$ cat config.mk
export PLATFORM = sky130hd
export DESIGN_NAME = entropy_src_cntr_win_ctrl
export DESIGN_NICKNAME = d
export VERILOG_FILES = /design/src/rtl/entropy_src_pkg.sv /design/src/rtl/entropy_src_cntr_reg.sv /design/src/rtl/entropy_src_cntr_win_ctrl.sv
export SDC_FILE = /design/constraint.sdc
export NUM_CORES = 1
export LEC_CHECK = 0
export ABC_AREA = 0
export CELL_PAD_IN_SITES_DETAIL_PLACEMENT = 1
export CELL_PAD_IN_SITES_GLOBAL_PLACEMENT = 1
export CORE_MARGIN = 5
export CORE_UTILIZATION = 30
export CTS_CLUSTER_SIZE = 24
export DETAILED_ROUTE_END_ITERATION = 7
export PLACE_DENSITY = 0.57
export SYNTH_ARGS = -nofsm -noshare
export SYNTH_HDL_FRONTEND = slang
export SYNTH_SLANG_ARGS = --single-unit
$ cat constraint.sdc
create_clock -name clk_i -period 3 [get_ports clk_i]
set_clock_uncertainty 0.05 [all_clocks]
set_input_delay 0.75 -clock clk_i [delete_from_list [all_inputs] [get_ports clk_i]]
set_output_delay 0.75 -clock clk_i [all_outputs]
set_load 0.01 [all_outputs]
$ cat src/rtl/entropy_src_pkg.sv
// Shared types and default sizing for the entropy source window-counter controller.
package entropy_src_pkg;

    localparam int NumCntrDefault  = 4;
    localparam int RegWidthDefault = 16;
    localparam int WinWidthDefault = 16;

    // One-hot encoding leaves most 4-bit patterns illegal, so a flipped bit is detectable.
    typedef enum logic [3:0] {
        StIdle  = 4'b0001,
        StRun   = 4'b0010,
        StSnap  = 4'b0100,
        StClear = 4'b1000
    } state_e;

endpackage

$ cat src/rtl/entropy_src_cntr_reg.sv
// Saturating event counter kept in two redundant copies; any disagreement raises err_o.
module entropy_src_cntr_reg #(
    parameter int Width = 16
) (
    input  logic             clk_i,
    input  logic             rst_ni,
    input  logic             clr_i,
    input  logic             inc_i,
    output logic [Width-1:0] cnt_o,
    output logic             err_o
);

    localparam logic [Width-1:0] One = {{(Width-1){1'b0}}, 1'b1};

    logic [Width-1:0] cnt_q, cnt_d;
    logic [Width-1:0] shadow_q, shadow_d;

    // Next count for both copies: clear wins, otherwise increment until all-ones.
    always_comb begin
        cnt_d    = cnt_q;
        shadow_d = shadow_q;
        if (clr_i) begin
            cnt_d    = {Width{1'b0}};
            shadow_d = {Width{1'b0}};
        end else begin
            if (inc_i && (cnt_q != {Width{1'b1}})) begin
                cnt_d = cnt_q + One;
            end else begin
                cnt_d = cnt_q;
            end
            if (inc_i && (shadow_q != {Width{1'b1}})) begin
                shadow_d = shadow_q + One;
            end else begin
                shadow_d = shadow_q;
            end
        end
    end

    // Counter and shadow registers.
    always_ff @(posedge clk_i or negedge rst_ni) begin
        if (!rst_ni) begin
            cnt_q    <= {Width{1'b0}};
            shadow_q <= {Width{1'b0}};
        end else begin
            cnt_q    <= cnt_d;
            shadow_q <= shadow_d;
        end
    end

    assign cnt_o = cnt_q;
    assign err_o = (cnt_q != shadow_q);

endmodule

$ cat src/rtl/entropy_src_cntr_win_ctrl.sv
// Windowed event counting: per-counter totals snapshotted at the end of each window,
// running watermarks, a software clear handshake and a sticky fatal error.
module entropy_src_cntr_win_ctrl
    import entropy_src_pkg::*;
#(
    parameter int NumCntr  = NumCntrDefault,
    parameter int RegWidth = RegWidthDefault,
    parameter int WinWidth = WinWidthDefault
) (
    input  logic                               clk_i,
    input  logic                               rst_ni,
    input  logic                               enable_i,
    input  logic [WinWidth-1:0]                win_size_i,
    input  logic [NumCntr-1:0]                 event_i,
    input  logic                               sw_clr_req_i,
    output logic                               sw_clr_ack_o,
    output logic                               win_done_o,
    output logic [NumCntr-1:0][RegWidth-1:0]   snap_value_o,
    output logic [NumCntr-1:0][RegWidth-1:0]   watermark_o,
    output logic                               busy_o,
    output logic                               err_o
);

    localparam logic [WinWidth-1:0] WinOne = {{(WinWidth-1){1'b0}}, 1'b1};

    state_e                             state_q, state_d;
    logic [WinWidth-1:0]                size_q, size_d;
    logic [WinWidth-1:0]                timer_q, timer_d;
    logic [NumCntr-1:0][RegWidth-1:0]   snap_q, snap_d;
    logic [NumCntr-1:0][RegWidth-1:0]   wm_q, wm_d;
    logic                               done_q, done_d;
    logic                               ack_q, ack_d;
    logic                               busy_q, busy_d;
    logic                               err_q, err_d;

    logic                               illegal_s;
    logic                               cnt_clr_s;
    logic [NumCntr-1:0]                 cnt_inc_s;
    logic [NumCntr-1:0][RegWidth-1:0]   cnt_s;
    logic [NumCntr-1:0]                 cntr_err_s;

    // Next-state selection; a clear request overrides everything except an ongoing clear.
    always_comb begin
        state_d   = state_q;
        illegal_s = 1'b0;
        case (state_q)
            StIdle, StSnap: begin
                if (enable_i && (win_size_i != {WinWidth{1'b0}})) begin
                    state_d = StRun;
                end else begin
                    state_d = StIdle;
                end
            end
            StRun: begin
                if (!enable_i) begin
                    state_d = StIdle;
                end else if (timer_q == (size_q - WinOne)) begin
                    state_d = StSnap;
                end else begin
                    state_d = StRun;
                end
            end
            StClear: state_d = StIdle;
            default: begin
                state_d   = StIdle;
                illegal_s = 1'b1;
            end
        endcase
        if (sw_clr_req_i && (state_q != StClear)) begin
            state_d = StClear;
        end else begin
            state_d = state_d;
        end
    end

    // Window bookkeeping, counter control, snapshot/watermark update and output flags.
    always_comb begin
        size_d    = size_q;
        timer_d   = {WinWidth{1'b0}};
        snap_d    = snap_q;
        wm_d      = wm_q;
        cnt_inc_s = {NumCntr{1'b0}};
        if ((state_q != StRun) && (state_d == StRun)) begin
            size_d = win_size_i;
        end else begin
            size_d = size_q;
        end
        if ((state_q == StRun) && (state_d == StRun)) begin
            timer_d = timer_q + WinOne;
        end else begin
            timer_d = {WinWidth{1'b0}};
        end
        if (state_q == StRun) begin
            cnt_inc_s = event_i;
        end else begin
            cnt_inc_s = {NumCntr{1'b0}};
        end
        cnt_clr_s = (state_q == StSnap) || (state_q == StClear) ||
                    ((state_q == StRun) && (state_d == StIdle));
        if (state_d == StClear) begin
            snap_d = '0;
            wm_d   = '0;
        end else if (state_q == StSnap) begin
            for (int k = 0; k < NumCntr; k++) begin
                snap_d[k] = cnt_s[k];
                wm_d[k]   = (cnt_s[k] > wm_q[k]) ? cnt_s[k] : wm_q[k];
            end
        end else begin
            snap_d = snap_q;
            wm_d   = wm_q;
        end
        done_d = (state_q == StSnap) && (state_d != StClear);
        ack_d  = (state_d == StClear);
        busy_d = (state_d != StIdle);
        err_d  = err_q | (|cntr_err_s) | illegal_s;
    end

    // Control and output registers.
    always_ff @(posedge clk_i or negedge rst_ni) begin
        if (!rst_ni) begin
            state_q <= StIdle;
            size_q  <= {WinWidth{1'b0}};
            timer_q <= {WinWidth{1'b0}};
            snap_q  <= '0;
            wm_q    <= '0;
            done_q  <= 1'b0;
            ack_q   <= 1'b0;
            busy_q  <= 1'b0;
            err_q   <= 1'b0;
        end else begin
            state_q <= state_d;
            size_q  <= size_d;
            timer_q <= timer_d;
            snap_q  <= snap_d;
            wm_q    <= wm_d;
            done_q  <= done_d;
            ack_q   <= ack_d;
            busy_q  <= busy_d;
            err_q   <= err_d;
        end
    end

    for (genvar k = 0; k < NumCntr; k++) begin : g_cntr
        entropy_src_cntr_reg #(
            .Width (RegWidth)
        ) u_cntr (
            .clk_i  (clk_i),
            .rst_ni (rst_ni),
            .clr_i  (cnt_clr_s),
            .inc_i  (cnt_inc_s[k]),
            .cnt_o  (cnt_s[k]),
            .err_o  (cntr_err_s[k])
        );
    end

    assign sw_clr_ack_o = ack_q;
    assign win_done_o   = done_q;
    assign snap_value_o = snap_q;
    assign watermark_o  = wm_q;
    assign busy_o       = busy_q;
    assign err_o        = err_q;

endmodule

Word-level counts from Yosys, hierarchy flattened --
Index checks and enable logic that the tools add are counted.
Cells by class: add/subtract/negate cells 10, $lt $le $gt $ge 4, equality and inequality tests 24, muxes and demuxes 32, bitwise logic cells 2, reduce and logical (&&, ||, !) cells 37
Operators by type and width (count):
- two-way mux 16 bit | 21
- two-way mux 64 bit | 4
- adder 16 x 1 -> 16 bit (second input constant) | 9
- != test 16 bit (second input constant) | 8
- > comparator 16 bit | 4
- != test 16 bit | 4
- nonzero test 2 bit | 13
- equality test 16 bit | 1
- nonzero test 16 bit | 1
- subtractor 16 x 1 -> 16 bit (second input constant) | 1
- logical AND 1 bit | 14
- equality test 4 x 1 -> 1 bit (second input constant) | 2
- equality test 4 x 2 -> 1 bit (second input constant) | 2
- equality test 4 bit (second input constant) | 2
- two-way mux 4 bit | 2
- != test 4 bit (second input constant) | 2
- one-hot mux 4 bit (2 select lines) | 1
- AND reduction 2 bit | 4
- OR reduction 4 bit | 2
- two-way mux 3 bit | 2
- equality test 4 x 3 -> 1 bit (second input constant) | 1
- != test 4 x 1 -> 1 bit (second input constant) | 1
- != test 4 x 2 -> 1 bit (second input constant) | 1
- logical OR 1 bit | 2
- 4 further kinds | 5
Word-level totals: flip-flop bits (word level) 296, input bits 24, output and inout bits 132, word-level logic and storage cells 132

Longest topological paths before layout --
Gate-level depths: netlist of run 1.
word-level depth 10, mapped depth 11, depth with buffers taken out 9

Modules after synthesis --
A second synthesis of run 1 with hierarchy kept.
Unflattened totals: cell total of the unflattened synthesis 1906, area, all modules 17321.6 um^2
By module, submodules not included:
- entropy_src_cntr_win_ctrl | instances 1, cells each 1005, area an instance 9215.1 um^2, sequential area each 4180.3 um^2
- entropy_src_cntr_reg (g_cntr[1].u_cntr ...) | instances 3, cells each 227, area an instance 2044.5 um^2, sequential area each 800.8 um^2
- entropy_src_cntr_reg (g_cntr[0].u_cntr) | instances 1, cells each 220, area an instance 1973.1 um^2, sequential area each 800.8 um^2

Worst setup path before layout of run 1 --
Ideal clock, no wire load.
path type reg2reg, start register size_q[5], end register timer_q[10], setup time 140 ps, data arrival time 2617 ps, required time 2810 ps, slack 193 ps, stages on the path, launching flop included 8, buffers on the path 0, period minus slack after synthesis 2807 ps, cells stage by stage dfrtp_1 > or3_4 > or4_4 > or4_4 > a21oi_2 > nand3_2 > nor4b_4 > nor3_1
On the way: word-level cells in the longest chain between the ends 9
Ends and longest elaborated chain:
- start, declared | RTL line entropy_src_cntr_win_ctrl.sv:27 | logic [WinWidth-1:0] size_q, size_d;
- start signal, assigned | RTL line entropy_src_cntr_win_ctrl.sv:122 | size_q <= {WinWidth{1'b0}};
- start signal, assigned | RTL line entropy_src_cntr_win_ctrl.sv:132 | size_q <= size_d;
- subtractor 16 x 1 -> 16 bit | RTL line entropy_src_cntr_win_ctrl.sv:57 | end else if (timer_q == (size_q - WinOne)) begin
- equality test 16 bit | RTL line entropy_src_cntr_win_ctrl.sv:57
- two-way mux 3 bit | RTL line entropy_src_cntr_win_ctrl.sv:57
- two-way mux 3 bit | RTL line entropy_src_cntr_win_ctrl.sv:55 | if (!enable_i) begin
- one-hot mux 4 bit (2 select lines) | RTL line entropy_src_cntr_win_ctrl.sv:46 | case (state_q)
- two-way mux 4 bit | RTL line entropy_src_cntr_win_ctrl.sv:69 | if (sw_clr_req_i && (state_q != StClear)) begin
- equality test 4 x 2 -> 1 bit | RTL line entropy_src_cntr_win_ctrl.sv:88 | if ((state_q == StRun) && (state_d == StRun)) begin
- logical AND 1 bit | RTL line entropy_src_cntr_win_ctrl.sv:88
- two-way mux 16 bit | RTL line entropy_src_cntr_win_ctrl.sv:88
- net timer_d[10] | RTL line entropy_src_cntr_win_ctrl.sv:28 | logic [WinWidth-1:0] timer_q, timer_d;
- end signal, assigned | RTL line entropy_src_cntr_win_ctrl.sv:123 | timer_q <= {WinWidth{1'b0}};
- end signal, assigned | RTL line entropy_src_cntr_win_ctrl.sv:133 | timer_q <= timer_d;
- end, declared | RTL line entropy_src_cntr_win_ctrl.sv:28
The timed path passes the listed nets, and every way through them passes these cells. A chain may end at the register's enable or synchronous reset.

Final worst setup path of run 1 --
start register size_q[5], end register timer_q[12]
Same word-level chain as after synthesis.

==> impl_summary.txt, run 1 <==
----------------------------------------------------
[Status]
  Status ... finished, final reports clean

[Yosys]
  Count of flip-flops with a built-in enable after synthesis ... 0
  Post-synthesis async set-or-reset flop share ... 100%
  Synth cell count leaders ... sky130_fd_sc_hd__dfrtp_1, sky130_fd_sc_hd__nand2_1, sky130_fd_sc_hd__nor2_1
  Fraction of the yosys area taken by sequential cells ... 45.7%
  Post-synthesis net count ... 1889
  Warnings from Yosys ... 0
  Distinct cells, synth ... 64
  Largest area contributor in the synthesized netlist ... sky130_fd_sc_hd__dfrtp_1
  Most instantiated flip-flop cell in the synthesis netlist ... sky130_fd_sc_hd__dfrtp_1
  Mean post-synth cell area ... 9.02 sq um
  Synth top area share ... 45.5%
  Ranking of synthesized cells by area ... sky130_fd_sc_hd__dfrtp_1, sky130_fd_sc_hd__nand2_1, sky130_fd_sc_hd__ha_1, sky130_fd_sc_hd__xnor2_1, sky130_fd_sc_hd__xor2_1
  Number of standard cells after synthesis ... 1791
  Post-synthesis instance area ... 16200 sq um
  Register bit count reported by yosys ... 295
  Top-count cell post-synth ... sky130_fd_sc_hd__dfrtp_1

[Finish]
  Number of fill cells in the layout ... 6214
  Post-synthesis to final-layout area growth ... 26.2%
  Share of post-route cells with drive strength above 1 ... 9.93%
  Flip-flop and latch area ... 7380 sq um
  Final antenna diode count ... 0
  Multi-input gate area ... 8130 sq um
  Final nets ... 2075

[Place]
  Estimated wirelength of the detail-placed design ... 36900 microns
  GPL Wtd Cong ... 0.800
  Input/output buffers ... 155

[Critical path]
  Number of cells traversed by the worst register-to-register path ... 8
  Critical path endpoint category ... flop
  End of the worst register-to-register path ... timer_q[12]$_DFF_PN0_
  Arrival time of data at the critical path endpoint ... 3.21 ns
  Critical path peak fanout ... 6
  Launching point of the worst reg2reg path ... size_q[5]$_DFFE_PN0P_
  Library cell contributing the largest single delay on the critical path ... sky130_fd_sc_hd__or4_4
  Cell seen most often among critical-path stages ... sky130_fd_sc_hd__or4_4
  Crit path kind ... flop to flop
  Flop-to-flop setup slack ... 0.16 ns
  Req. time, crit path ... 3.37 ns
  Crit start category ... flop
  Cell breakdown of the critical path ... or3_4, or4_4, or4_4, a21oi_2, nand3_2, nor4b_4, buf_4, nor3_1
  Largest incremental delay on the critical path ... 0.56 ns

[Global route]
  Grt met2 use ... 29.9%
  Vias in the first global route ... 14484
  Largest net degree at the start of global routing ... 71
  Met3 Usage GRT ... 2.52%
  Layer with the highest usage ... met2
  Total grt overflow ... 0
  Met1 Usage GRT ... 22.9%
  Initial antenna violation count ... 0
  Global-route usage over all layers ... 17.3%
  First-pass GRT wire length ... 83000 microns

[Flow run]
  Maximum capacitance violations ... 0

[Clocking]
  Number of H-tree levels ... 2
  TritonCTS clock tree ... yes
  Clock Root Buffer ... sky130_fd_sc_hd__clkbuf_16
  Num CTS Buffers ... 40
  Number of sinks on the clock net ... 295
  Deepest clock path buffer count ... 3
  Worst-skew pair later-pin latency ... 0.56 ns
  CTS Hold Buffers Added ... 0
  Clk slew on worst S/H paths ... 0.05 ns

[Floorplanning]
  Area of the core region ... 53600 sq um
  Starting density of the core ... 30.1%
  Die H ... 242 microns
  Ports ... 156
  Die X ... 242 microns
  Die ar. ... 58600 sq um
  Cell Rows ... 85

[Pwr]
  Share of power burned in combinational logic ... 10.5%
  Final total power ... 10.1 mW
  Leakage power summed over all cells ... 8.52 nW
  Cell Pwr Density ... 497 nW/um^2
  Share of power burned in the clock network ... 47.7%
  Internal power ... 7.50 mW
  IR drop worst, VDD ... 335 uV
  Sequential fraction of design power ... 41.8%
  Fraction of power spent switching nets ... 26.0%
  Net switching power of the design ... 2.64 mW

[Routing]
  Detailed-routing iteration count for the pre-antenna-repair pass ... 5
  Final wirelength ... 51200 microns
  Number of DRC violations after detailed routing ... 0
  Detail-routed net length per standard cell ... 18.9 microns
  Number of vias after detailed routing ... 13580
  Remaining antenna violation count ... 0
  Number of DRC markers after the initial detailed-route iteration ... 585
  Detail-routed via count per cell ... 5.03

[STA]
  Final hold slack ... 0.0549 ns
  Setup repair after global routing missed its margin ... false
  Final number of max-transition violations ... 0
  Final setup violation count ... 0
  Final-report hold violation count ... 0
  Time the worst path needs with I/O delays and setup ... 2.84 ns
  Slew HR ... 48.0%
  Measured slew at the worst slew-check pin ... 0.777 ns
  Period utilization ... 94.7%
  Maximum achievable frequency ... 352 MHz
  Setup TNS after final layout ... 0 ns

[Min path]
  Worst hold-check path type ... primary input to async pin

----------------------------------------------------
==> worst max-delay path, delay by kind of cell (launching register included) <==
family / cells / cell delay, ns
simple gates: 6 / 1.91
compound gates: 1 / 0.19
buf+inv: 1 / 0.19
flops: 1 / 0.37
==> cells by family (layout without fill, tap and decap cells) <==
kind of cell	after synthesis	after routing	share of synthesized area (%)
simple gates	740	740	22.0
fa+ha+maj	74	74	5.73
flops	295	295	45.7
buf+inv	194	408	4.51
xor+xnor	192	192	10.4
mux	24	24	1.61
compound gates	272	272	10.1
==> final cells by class <==
type	instances	area share (%)
inverters	88	1.62
well taps	696	4.27
multi-input cells	1302	39.8
repair buffers	250	11.6
clock inverters	9	0.478
flip-flops and latches	295	36.2
clock buffers	61	6.04
==> power by group through the flow <==
| stage | combinational, mW | clock [mW] | sequential (mW) |
|---|---|---|---|
| final | 1.07 | 4.84 | 4.24 |
| after global routing | 1.20 | 5.17 | 4.26 |
| after CTS | 1.08 | 5.02 | 4.24 |
| after detailed placement | 1.08 | 0 | 4.31 |
| after global placement | 1.05 | 0 | 4.31 |
| after floorplan | 0.646 | 0 | 4.25 |
==> how the worst max path moves through the flow <==
stage / startpoint / end / slack, ns / cells after the start
after floorplan: size_q[5]$_DFFE_PN0P_ / timer_q[10]$_DFF_PN0_ / 0.19 / 7
after global placement: win_size_i[9] / g_cntr[0].u_cntr.cnt_o[12]$_DFFE_PN0P_ / -0.07 / 8
after detailed placement: win_size_i[9] / g_cntr[0].u_cntr.shadow_q[11]$_DFFE_PN0P_ / -0.09 / 8
after CTS: size_q[1]$_DFFE_PN0P_ / timer_q[8]$_DFF_PN0_ / 0.07 / 11
after global routing: size_q[1]$_DFFE_PN0P_ / timer_q[7]$_DFF_PN0_ / 0.02 / 11
final: size_q[5]$_DFFE_PN0P_ / timer_q[12]$_DFF_PN0_ / 0.16 / 8
==> registers in the layout, indices dropped and copies added, names as in the netlist <==
name and cells:
busy_o 1, err_o 1, g_cntr.u_cntr.cnt_o 64, g_cntr.u_cntr.shadow_q 64, size_q 16, snap_value_o 64
state_q 3, sw_clr_ack_o 1, timer_q 16, watermark_o 64, win_done_o 1
==> per-stage QoR <==
stage / area (sq um) / utilization (%) / worst slack (ns) / std cells
2_1_floorplan: 16200 / - / 0.193 / 1791
3_3_place_gp: 19100 / 35.6 / -0.0707 / 2631
3_5_place_dp: 19100 / 35.6 / -0.0896 / 2631
4_1_cts: 20400 / 38.0 / 0.0703 / 2701
5_1_grt: 20400 / 38.1 / 0.0219 / 2701
6_report: 20400 / 38.1 / 0.158 / 2701
==> routing by layer <==
metal	up-vias	wire length (microns)
met4	0	979
li1	6521	-
met3	60	1500
met1	6841	23800
met5	-	0
met2	158	24900
==> cell usage in the layout, fill, tap and decap left out, types with 11 or more instances in the layout <==
cell type                         instances
sky130_fd_sc_hd__nor2_1                 157
sky130_fd_sc_hd__o21a_1                  13
sky130_fd_sc_hd__clkdlybuf4s50_1        154
sky130_fd_sc_hd__and3_1                  11
sky130_fd_sc_hd__inv_1                   87
sky130_fd_sc_hd__or3_1                   23
sky130_fd_sc_hd__a21oi_1                 90
sky130_fd_sc_hd__clkbuf_8                13
sky130_fd_sc_hd__xnor2_1                 98
sky130_fd_sc_hd__nand3_1                123
sky130_fd_sc_hd__nor3_1                  37
sky130_fd_sc_hd__o31ai_1                 12
sky130_fd_sc_hd__mux2_2                  16
sky130_fd_sc_hd__nand2_1                248
sky130_fd_sc_hd__xor2_1                  94
sky130_fd_sc_hd__clkbuf_16               41
sky130_fd_sc_hd__and4_1                  19
sky130_fd_sc_hd__nand4_1                 55
sky130_fd_sc_hd__o21ai_0                 85
sky130_fd_sc_hd__a21o_1                  14
sky130_fd_sc_hd__buf_4                   88
sky130_fd_sc_hd__nor4_1                  22
sky130_fd_sc_hd__dfrtp_1                294
sky130_fd_sc_hd__ha_1                    74
sky130_fd_sc_hd__nor2b_1                 11
==> repair_timing <==
action / 4_1_cts / 5_1_grt
setup buffers: 0 / 0
resized for setup: 0 / 2
hold endpoints to repair: 0 / 0
endpoints found under the setup margin: 0 / 9
No activity file was read; power rests on OpenSTA's default activity.
==> run 2, diff against run 1 <==
--- a/config.mk
+++ b/config.mk
@@ -13,6 +13,7 @@
 export CTS_CLUSTER_SIZE = 24
 export DETAILED_ROUTE_END_ITERATION = 7
 export PLACE_DENSITY = 0.57
+export SKIP_LAST_GASP = 1
 export SYNTH_ARGS = -nofsm -noshare
 export SYNTH_HDL_FRONTEND = slang
 export SYNTH_SLANG_ARGS = --single-unit
==> results of run 2 <==
The final DEF is identical to that of run 1; final timing and power are the same.
